File: src/rtl/uart_tx_engine.sv
// UART transmit engine: frames a byte written to output port 0 as
// start / 7 or 8 data bits / optional parity / stop bits, shifts it out
// LSB first at BAUD_K clocks per bit, and reports completion via TXRDY
// and a single-clock TX_INT pulse.
module uart_tx_engine #(
  parameter int unsigned BAUD_W    = 19,
  parameter int unsigned FRAME_LEN = 11
) (
  input  logic              clk,
  input  logic              reset,
  input  logic              LOAD,
  input  logic [7:0]        OUT_PORT,
  input  logic              EIGHT,
  input  logic              PEN,
  input  logic              OHEL,
  input  logic [BAUD_W-1:0] BAUD_K,
  output logic              TX,
  output logic              TXRDY,
  output logic              TX_INT
);

  localparam int unsigned BIT_W = $clog2(FRAME_LEN);

  typedef enum logic {IDLE, SEND} state_t;

  state_t                 state, state_d;
  logic [FRAME_LEN-1:0]   shift_q, shift_d;
  logic [BAUD_W-1:0]      baud_cnt, baud_cnt_d;
  logic [BAUD_W-1:0]      baud_k, baud_k_d;
  logic [BIT_W-1:0]       bit_cnt, bit_cnt_d;
  logic                   tx_d, txrdy_d, tx_int_d;
  logic [FRAME_LEN-1:0]   frame_c;

  // Build the LSB-first frame: start bit, data, optional parity, mark fill.
  function automatic logic [FRAME_LEN-1:0] build_frame(
    input logic [7:0] d,
    input logic       eight,
    input logic       pen,
    input logic       ohel
  );
    logic [FRAME_LEN-1:0] f;
    logic                 p;
    f      = '1;
    f[0]   = 1'b0;
    f[7:1] = d[6:0];
    p      = (^d[6:0]) ^ ohel;
    if (eight) begin
      f[8] = d[7];
      p    = p ^ d[7];
      if (pen) f[9] = p;
    end else if (pen) begin
      f[8] = p;
    end
    return f;
  endfunction

  assign frame_c = build_frame(OUT_PORT, EIGHT, PEN, OHEL);

  // State and datapath registers; reset forces the line to mark immediately.
  always_ff @(posedge clk or posedge reset) begin
    if (reset) begin
      state    <= IDLE;
      shift_q  <= '1;
      baud_cnt <= '0;
      bit_cnt  <= '0;
      baud_k   <= BAUD_W'(1);
      TX       <= 1'b1;
      TXRDY    <= 1'b1;
      TX_INT   <= 1'b0;
    end else begin
      state    <= state_d;
      shift_q  <= shift_d;
      baud_cnt <= baud_cnt_d;
      bit_cnt  <= bit_cnt_d;
      baud_k   <= baud_k_d;
      TX       <= tx_d;
      TXRDY    <= txrdy_d;
      TX_INT   <= tx_int_d;
    end
  end

  // Next-state and next-output logic; LOAD is only honoured while idle.
  always_comb begin
    state_d    = state;
    shift_d    = shift_q;
    baud_cnt_d = baud_cnt;
    bit_cnt_d  = bit_cnt;
    baud_k_d   = baud_k;
    tx_d       = TX;
    txrdy_d    = TXRDY;
    tx_int_d   = 1'b0;
    case (state)
      IDLE: begin
        tx_d    = 1'b1;
        txrdy_d = 1'b1;
        if (LOAD) begin
          shift_d    = frame_c;
          tx_d       = frame_c[0];
          txrdy_d    = 1'b0;
          baud_cnt_d = '0;
          bit_cnt_d  = '0;
          baud_k_d   = (BAUD_K == '0) ? BAUD_W'(1) : BAUD_K;
          state_d    = SEND;
        end
      end
      SEND: begin
        txrdy_d = 1'b0;
        if (baud_cnt == baud_k - BAUD_W'(1)) begin
          baud_cnt_d = '0;
          if (bit_cnt == BIT_W'(FRAME_LEN - 1)) begin
            state_d   = IDLE;
            txrdy_d   = 1'b1;
            tx_int_d  = 1'b1;
            tx_d      = 1'b1;
            shift_d   = '1;
            bit_cnt_d = '0;
          end else begin
            shift_d   = {1'b1, shift_q[FRAME_LEN-1:1]};
            tx_d      = shift_q[1];
            bit_cnt_d = bit_cnt + BIT_W'(1);
          end
        end else begin
          baud_cnt_d = baud_cnt + BAUD_W'(1);
        end
      end
      default: begin
        state_d = IDLE;
      end
    endcase
  end

endmodule
File: config.mk
export PLATFORM = sky130hd
export DESIGN_NAME = uart_tx_engine
export DESIGN_NICKNAME = d
export VERILOG_FILES = /design/src/rtl/uart_tx_engine.sv
export SDC_FILE = /design/constraint.sdc
export NUM_CORES = 1
export LEC_CHECK = 0
export BUFFER_PORTS_ARGS = -buffer_cell sky130_fd_sc_hd__buf_2
export CORE_MARGIN = 1
export CORE_UTILIZATION = 53
export DETAILED_ROUTE_END_ITERATION = 8
export PLACE_DENSITY = 0.76
export REMOVE_ABC_BUFFERS = 1
export SYNTH_ARGS = -nofsm -noshare
export SYNTH_HDL_FRONTEND = slang
export SYNTH_SLANG_ARGS = --single-unit
export TNS_END_PERCENT = 5
File: constraint.sdc
create_clock -name clk -period 6.76 [get_ports clk]
set_input_delay 0.676 -clock clk [delete_from_list [all_inputs] [get_ports clk]]
set_output_delay 0.676 -clock clk [all_outputs]
set_load 0.005 [all_outputs]
# [After elaboration in Yosys (flattened, before gate mapping)]
# Index checks and enable logic that the tools add are counted.
[classes] addsub=3 mul=0 div=0 magnitude_cmp=0 eq_ne=4 shift=0 mux=28 bitwise=3 reduce_logical=4
[op_table] operator="2-to-1 mux 19 bit" count=3
[op_table] operator="one-hot mux 19 bit (2 select lines)" count=1
[op_table] operator="2-to-1 mux 11 bit" count=2
[op_table] operator="one-hot mux 11 bit (2 select lines)" count=1
[op_table] operator="adder 19 x 1 -> 19 bit (second input constant)" count=1
[op_table] operator="== test 19 bit" count=1
[op_table] operator="logical NOT 19 bit" count=1
[op_table] operator="subtractor 19 x 1 -> 19 bit (second input constant)" count=1
[op_table] operator="2-to-1 mux 1 bit" count=13
[op_table] operator="2-to-1 mux 4 bit" count=3
[op_table] operator="2-to-1 mux 10 bit" count=1
[op_table] operator="one-hot mux 4 bit (2 select lines)" count=1
[op_table] operator="parity 7 bit" count=1
[op_table] operator="one-hot mux 1 bit (2 select lines)" count=3
[op_table] operator="adder 4 x 1 -> 4 bit (second input constant)" count=1
[op_table] operator="== test 4 bit (second input constant)" count=1
[op_table] operator="AND reduction 2 bit" count=2
[op_table] operator="inequality test 2 x 1 -> 1 bit (second input constant)" count=1
[op_table] operator="inequality test 2 bit (second input constant)" count=1
[op_table] operator="bitwise XOR 1 bit" count=2
[op_table] operator="inverter 1 bit" count=1
[totals] register_bits=57 latch_bits=0 mem_bits_rw=0 romBits=0 output_inout_bits=3 mem_count=0

# [Logic depth before layout (Yosys ltp)]
# Gate-level depths: netlist of the first run.
[logic_depth] ltp_word=7 ltp_mapped=12

# [Worst setup path after synthesis of the first run]
# No wires, ideal clock.
[synth_path] path_kind="flip-flop to flip-flop" from="reg baud_k[0]" to="reg state" arrival_ps=3051 setup_slack_ps=3577 path_stages_with_launch=11 path_buffers=1 period_less_slack_ps=3183 path_cell_list="dfstp_2 -> inv_1 -> ha_1 -> xor2_1 -> o211ai_1 -> or4_1 -> or4b_1 -> or3_4 -> nor3_4 -> buf_6 -> a21oi_1"
[synth_between] elab_chain_len=4
[synth_rtl] element="from (decl)" line_no="29" source="logic [BAUD_W-1:0] baud_k, baud_k_d;"
[synth_rtl] element="from (signal assigned)" line_no="75" source="baud_k <= baud_k_d;"
[synth_rtl] element="subtractor 19 x 1 -> 19 bit" line_no="108" source="if (baud_cnt == baud_k - BAUD_W'(1)) begin"
[synth_rtl] element="== test 19 bit" line_no="108"
[synth_rtl] element="2-to-1 mux 1 bit" line_no="108"
[synth_rtl] element="one-hot mux 1 bit (2 select lines)" line_no="92" source="case (state)"
[synth_rtl] element="named net state_d" line_no="26" source="state_t state, state_d;"
[synth_rtl] element="to (signal assigned)" line_no="71" source="state <= state_d;"
[synth_rtl] element="to (decl)" line_no="26"
# The timed path passes the listed nets, and every way through them passes these cells.
# A chain may end at the register's enable or synchronous reset.

# [Worst setup path after layout of the first run]
[layout_path] from="reg baud_k[2]" to="reg baud_cnt[9]"
[layout_between] elab_chain_len=4
[layout_rtl] element="subtractor 19 x 1 -> 19 bit" line_no="108"
[layout_rtl] element="== test 19 bit" line_no="108"
[layout_rtl] element="2-to-1 mux 19 bit" line_no="108"
[layout_rtl] element="one-hot mux 19 bit (2 select lines)" line_no="92"
[layout_rtl] element="to (signal assigned)" line_no="73" source="baud_cnt <= baud_cnt_d;"
[layout_rtl] element="to (decl)" line_no="28" source="logic [BAUD_W-1:0] baud_cnt, baud_cnt_d;"
# No other way between the ends.

==> flow_summary_export.csv, run 1 <==
group,metric,value,unit
run_status,status,"completed",
placement,placed_cells,507,
timing,rsz0062_at_grt,"false",
clock_network,clkTransAtPathRegs,0.10,ns
floorplanning,rows,29,
detailed_routing,wire_per_inst,15.4,µm
setup_path,startpoint_type,"flop",
timing,timing.final.crit_period,3.91,ns
detailed_routing,ant_nets,0,
timing,hold_viol,0,
floorplanning,io_pins,36,
placement,place_area,3740,µm²
setup_path,path_cells,"nor4_4, nand4_1, nor4_1, o22ai_1, or4_1, nor3_4, nor3_1",
yosys,synth_top_area_cell,"dfrtp_1",
clock_network,clock-sinks,55,
detailed_routing,drt_pass1_iterations,4,
timing,fin_crit_sh,0.578,
floorplanning,dieArea,7050,µm²
pwr,powerDensity,248,nW/µm²
pwr,worst_ir_drop_vdd,0.0992,mV
setup_path,critPathTopFamily,"simple AND/OR/NAND/NOR gates",
setup_path,cp-end-kind,"flop",
clock_network,cts_made_buffers,5,
layout,antenna_cells,0,
layout,area_growth_syn_to_layout,7.62,%
pwr,p_sw,350,µW
pwr,switching_share,0.368,
floorplanning,start_util,0.554,
yosys,ys_seq_area_frac,0.391,
yosys,synth_edf_count,0,
yosys,synth_commonest_cells,"nand2_1, dfrtp_1, nor3_1",
yosys,synth_cells,417,
setup_path,critPathMaxStageDelay,0.86,ns
detailed_routing,vias,3063,
global_route,grt_max_degree,56,
floorplanning,coreArea,6420,µm²
layout,layout-drive-gt1-share,0.187,
hold_path,hold_class,"in -> async",
pwr,power_frac_comb,0.292,
clock_network,root_buffer,"clkbuf_8",
setup_path,arrival,4.08,ns
pwr,power.share.clock,0.210,
global_route,antenna_found_initial,0,
global_route,track_usage,0.242,
detailed_routing,drt_iter0_drc,216,
global_route,grt_pass1_wl,13600,µm
setup_path,crit_buf_inv,0,
yosys,synth_fa_ha_area_frac,0.0141,
clock_network,cts_tree,"built",
clock_network,clk_latency,0.33,ns
detailed_routing,viasPerCell,5.95,
detailed_routing,route.detailed.drc,0,
pwr,seq_power_share,0.498,
job,drv_cap,0,
detailed_routing,drt-total-wl,7920,µm
timing,setup_violations,0,
yosys,synth_mux_area_frac,0.00597,
setup_path,required,6.93,ns
clock_network,cts_htree_levels,2,
clock_network,ctsResizeCount,0,
timing,max_freq,0.256,GHz
clock_network,clockBufferDepth,2,
floorplanning,die_h,84.0,µm
setup_path,path_class,"reg -> reg",
layout,finalNonFillerCells,515,
timing,tightest_slew,1.11,ns
yosys,netlist_area,3560,µm²
timing,slew_headroom,0.256,
clock_network,postCtsSetupBuffers,0,
yosys,synth_top_family_by_area,"simple AND/OR/NAND/NOR gates",
placement,dp_hpwl,5680,µm
pwr,p_leak,0.00157,µW
yosys,yosys-top-cells-area,"dfrtp_1, dfstp_2, nand2_1, xnor2_1, nor3_1",
layout,nNetsFinal,474,
yosys,synthSimpleGateAreaFrac,0.349,
yosys,synth_most_common_cell,"nand2_1",
floorplanning,die_w,84.0,µm
yosys,synthFlopType,"dfrtp_1",
global_route,grt_overflow,0,
placement,io_buffers,35,
yosys,yosys_warnings,0,
global_route,grt_pass1_vias,3021,
placement,place_congestion,0.867,
yosys,syn_area_per_cell,8.54,µm²
timing,fin_skew,0.0135,ns
pwr,internal_power,602,µW
setup_path,cp_slowest_cell,"or4_1",
clock_network,cts_hold_buf,0,
yosys,synth_seq_cells,55,
timing,report.final.slew_viol_count,0,
yosys,yosysTopAreaCellShare,0.302,
yosys,ys_types,61,
layout,fin_area,3830,µm²
yosys,synth_xor_area_frac,0.101,
yosys,synthArstFlopShare,1.00,
timing,fin_tns_setup,0,ns
setup_path,critPathMaxFanout,18,
yosys,synth_compound_area_frac,0.0966,
-- path summary, 6_finish.rpt --
path                            start          end  slack, ns  cells after the start
max in group asynchronous       reset  baud_cnt[7]       5.78                      3
hold reg to reg            baud_k[18]   baud_k[18]       0.55                      2
hold / removal                  reset   baud_k[12]       0.53                      3
setup reg to reg            baud_k[2]  baud_cnt[9]       2.85                      7
setup / recovery            baud_k[2]  baud_cnt[9]       2.85                      7
min in group clk                 LOAD        TXRDY       0.54                      2
-- cell usage in the layout, fill, tap and decap left out, types with 3 or more instances in the layout --
master / n
a21oi_1: 12
or4_1: 6
nor2_1: 28
ha_1: 4
nand2_1: 74
o31a_1: 3
nor3_1: 31
o211ai_1: 4
and4_1: 3
or3_1: 3
dfrtp_1: 43
or2_2: 8
o21ai_0: 12
clkbuf_8: 5
xnor2_1: 24
nor4_1: 17
buf_2: 35
o22ai_1: 4
nor2b_1: 4
nand4_1: 14
inv_1: 9
xor2_1: 17
nand3_1: 12
nor4_2: 3
dfstp_2: 12
-- state kept, by name, indices dropped and copies added, names as in the netlist --
name	cells
state	1
baud_cnt	19
TX_INT	1
TXRDY	1
baud_k	19
shift_q	9
bit_cnt	4
TX	1
-- layout make-up --
class | instances | area [µm²]
fill | 578 | 2590
multi-input combinational | 328 | 2020
sequential | 55 | 1390
timing repair buffer | 37 | 190
tap | 77 | 96.3
clock buffer | 5 | 68.8
inverter | 10 | 37.5
clock inverter | 3 | 27.5
-- layer usage --
| layer | wire length (µm) | global-route usage | vias to the layer above |
|---|---|---|---|
| met5 | 0 | 0 | - |
| met1 | 3680 | 0.321 | 1456 |
| met3 | 371 | 0.0346 | 13 |
| met4 | 156 | 0.108 | 0 |
| li1 | - | - | 1521 |
| met2 | 3710 | 0.391 | 73 |
-- power groups by stage --
stage	Combinational, µW	Clock, µW	Sequential (µW)
6_report	278	199	474
5_1_grt	314	215	484
4_1_cts	277	202	474
3_5_place_dp	275	0	481
3_3_place_gp	268	0	477
2_1_floorplan	224	0	455
-- tightest hold or removal path: stages --
cell and delay (ns):
buf_2 0.10, inv_2 0.03, buf_4 0.54
-- stage by stage --
stage               power (µW)  setup WS (ns)   util  hold WS [ns]
floorplan                  680           3.51      -         0.467
global placement           745           3.06  0.582         0.515
detailed placement         756           2.89  0.582         0.524
CTS                        953           2.87  0.597         0.535
global route              1010           2.57  0.597         0.526
finish                     951           2.85  0.597         0.526
-- logic make-up (layout without fill, tap and decap cells) --
kind of cell	after synthesis	after routing
buf+inv	34	55
mux	2	2
xor+xnor	41	41
simple gates	229	229
flops	55	55
compound gates	52	52
fa+ha+maj	4	4
(Power assumes the default switching activity.)
==> inputs of run 2 (changes only) <==
--- a/config.mk
+++ b/config.mk
@@ -9,7 +9,7 @@
 export CORE_MARGIN = 1
 export CORE_UTILIZATION = 53
 export DETAILED_ROUTE_END_ITERATION = 8
-export PLACE_DENSITY = 0.76
+export PLACE_DENSITY = 0.79
 export REMOVE_ABC_BUFFERS = 1
 export SYNTH_ARGS = -nofsm -noshare
 export SYNTH_HDL_FRONTEND = slang
==> constraint.sdc (replaced) <==
create_clock -name clk -period 3.2 [get_ports clk]
set_input_delay 0.32 -clock clk [delete_from_list [all_inputs] [get_ports clk]]
set_output_delay 0.32 -clock clk [all_outputs]
set_load 0.005 [all_outputs]
==> flow_summary_export.csv, run 2 (synthesis gave the netlist of run 1 again) <==
group,metric,value,unit
layout,area_growth_syn_to_layout,14.4,%
timing,report.final.slew_viol_count,0,
layout,finalNonFillerCells,542,
setup_path,cp-startpoint,"baud_k[0]",
global_route,grtUsageMet1,0.334,
layout,final_core_utilization,0.634,
global_route,grt_max_degree,42,
timing,fin_crit_sh,1.01,
pwr,total_power,2070,µW
floorplanning,die_w,84.0,µm
setup_path,arrival,3.43,ns
global_route,busiest_layer,"met2",
placement,place_congestion,0.914,
global_route,track_usage,0.256,
timing,hold_viol,0,
placement,place_area,3910,µm²
hold_path,hold_class,"in -> async",
setup_path,r2r_start,"baud_k[0]",
detailed_routing,wire_per_inst,16.0,µm
placement,placed_cells,530,
floorplanning,start_util,0.554,
clock_network,cts_made_buffers,5,
pwr,switching_share,0.367,
pwr,power_frac_comb,0.337,
setup_path,path_cells,"inv_2, ha_4, xor2_1, o211ai_1, or4_1, or4b_4, or3_4, nor3_4, buf_6, nor3_1",
pwr,seq_power_share,0.474,
layout,top_regs,"baud_cnt x19, baud_k x19, shift_q x9",
run_status,status,"finished with violations",
global_route,grt_overflow,0,
pwr,powerDensity,508,nW/µm²
setup_path,reg2regPathDepth,10,
detailed_routing,route.detailed.drc,0,
layout,n_fill_cell,539,
layout,layout_commonest_cell,"nand2_1",
layout,nNetsFinal,501,
setup_path,reg2reg_to,"baud_cnt[9]",
floorplanning,rows,29,
floorplanning,coreArea,6420,µm²
clock_network,clockBufferDepth,2,
layout,layout_common_cells,"nand2_1, dfrtp_1, buf_2",
setup_path,critPathMaxFanout,5,
timing,setup_violations,17,
setup_path,required,3.39,ns
setup_path,startpoint_type,"flop",
clock_network,clk_latency,0.32,ns
pwr,p_sw,760,µW
setup_path,r2r_setup_slack,-0.04,ns
timing,slew_headroom,0.442,
global_route,met3_usage,0.0445,
timing,tightest_slew,0.836,ns
global_route,met2_usage,0.423,
global_route,antenna_found_initial,0,
detailed_routing,drt_iter0_drc,230,
job,drv_cap,0,
detailed_routing,drt_pass1_iterations,5,
detailed_routing,viasPerCell,6.06,
setup_path,crit_buf_inv,2,
clock_network,cts_hold_buf,0,
global_route,grt_pass1_vias,3231,
detailed_routing,drt-total-wl,8700,µm
timing,setup_ws,-0.0372,ns
setup_path,cp.depth,10,
timing,rsz0062_at_grt,"true",
clock_network,clkTransAtPathRegs,0.10,ns
clock_network,cts_htree_levels,2,
floorplanning,io_pins,36,
run_status,violations,"negative setup slack",
floorplanning,dieArea,7050,µm²
layout,antenna_cells,0,
pwr,internal_power,1310,µW
pwr,power.share.clock,0.189,
placement,io_buffers,35,
timing,fin_skew,0.0127,ns
clock_network,clock-sinks,55,
detailed_routing,vias,3282,
placement,dp_hpwl,6080,µm
pwr,worst_ir_drop_vdd,0.218,mV
setup_path,cp_slowest_cell,"dfstp_2",
floorplanning,die_h,84.0,µm
setup_path,critPathMaxStageDelay,0.55,ns
setup_path,cp-end-kind,"flop",
timing,timing.final.crit_period,3.24,ns
clock_network,cts_tree,"built",
setup_path,path_class,"reg -> reg",
timing,max_freq,0.309,GHz
layout,fin_area,4070,µm²
setup_path,critPathTopFamily,"simple AND/OR/NAND/NOR gates",
layout,layout-drive-gt1-share,0.247,
pwr,p_leak,0.00171,µW
clock_network,root_buffer,"clkbuf_8",
global_route,grt_pass1_wl,14500,µm
detailed_routing,ant_nets,0,
-- run 2: worst reg2reg max path, cell delays in order, from the launching register on --
cell,delay [ns]
dfstp_2,0.55
inv_2,0.05
ha_4,0.25
xor2_1,0.17
o211ai_1,0.15
or4_1,0.49
or4b_4,0.52
or3_4,0.40
nor3_4,0.31
buf_6,0.17
nor3_1,0.05
-- run 2: per-stage QoR --
stage	hold WS (ns)	setup slack, ns	TNS, ns
CTS	0.180	0.00702	0
detailed placement	0.522	0.0296	0
global placement	0.516	0.0529	0
global route	0.197	-0.158	-2.79
finish	0.153	-0.0372	-0.384
floorplan	0.384	-0.0536	-0.838
-- run 2: power groups by stage --
stage / Sequential (µW) / Combinational [µW] / Clock, µW
after global routing: 996 / 782 / 420
after floorplan: 962 / 474 / 0
final: 981 / 697 / 392
after detailed placement: 987 / 662 / 0
after global placement: 983 / 632 / 0
after CTS: 976 / 664 / 398
-- run 2: per-layer routing --
metal  share of wire  vias up
li1                -     1581
met1            0.45     1577
met2            0.48      115
met3           0.054        9
met4           0.014        0
met5               0        -
-- run 2: cell type report --
cell class / count / area (µm²) / area share
Multi-Input combinational cell: 328 / 2050 / 0.504
Sequential cell: 55 / 1390 / 0.342
Timing Repair Buffer: 64 / 408 / 0.100
Tap cell: 77 / 96.3 / 0.0237
Clock buffer: 6 / 72.6 / 0.0178
Inverter: 10 / 37.5 / 0.00922
Clock inverter: 2 / 12.5 / 0.00307
-- run 2: what timing repair did --
| action | in CTS | in global routing |
|---|---|---|
| gates resized for setup | 0 | 12 |
| buffers inserted | 0 | 3 |
| endpoints found under the setup margin | 0 | 32 |
-- run 2: how the worst max path moves through the flow --
stage,end
floorplan,baud_cnt[10]
global placement,baud_cnt[14]
detailed placement,baud_cnt[11]
CTS,baud_cnt[9]
global route,baud_cnt[2]
finish,baud_cnt[9]
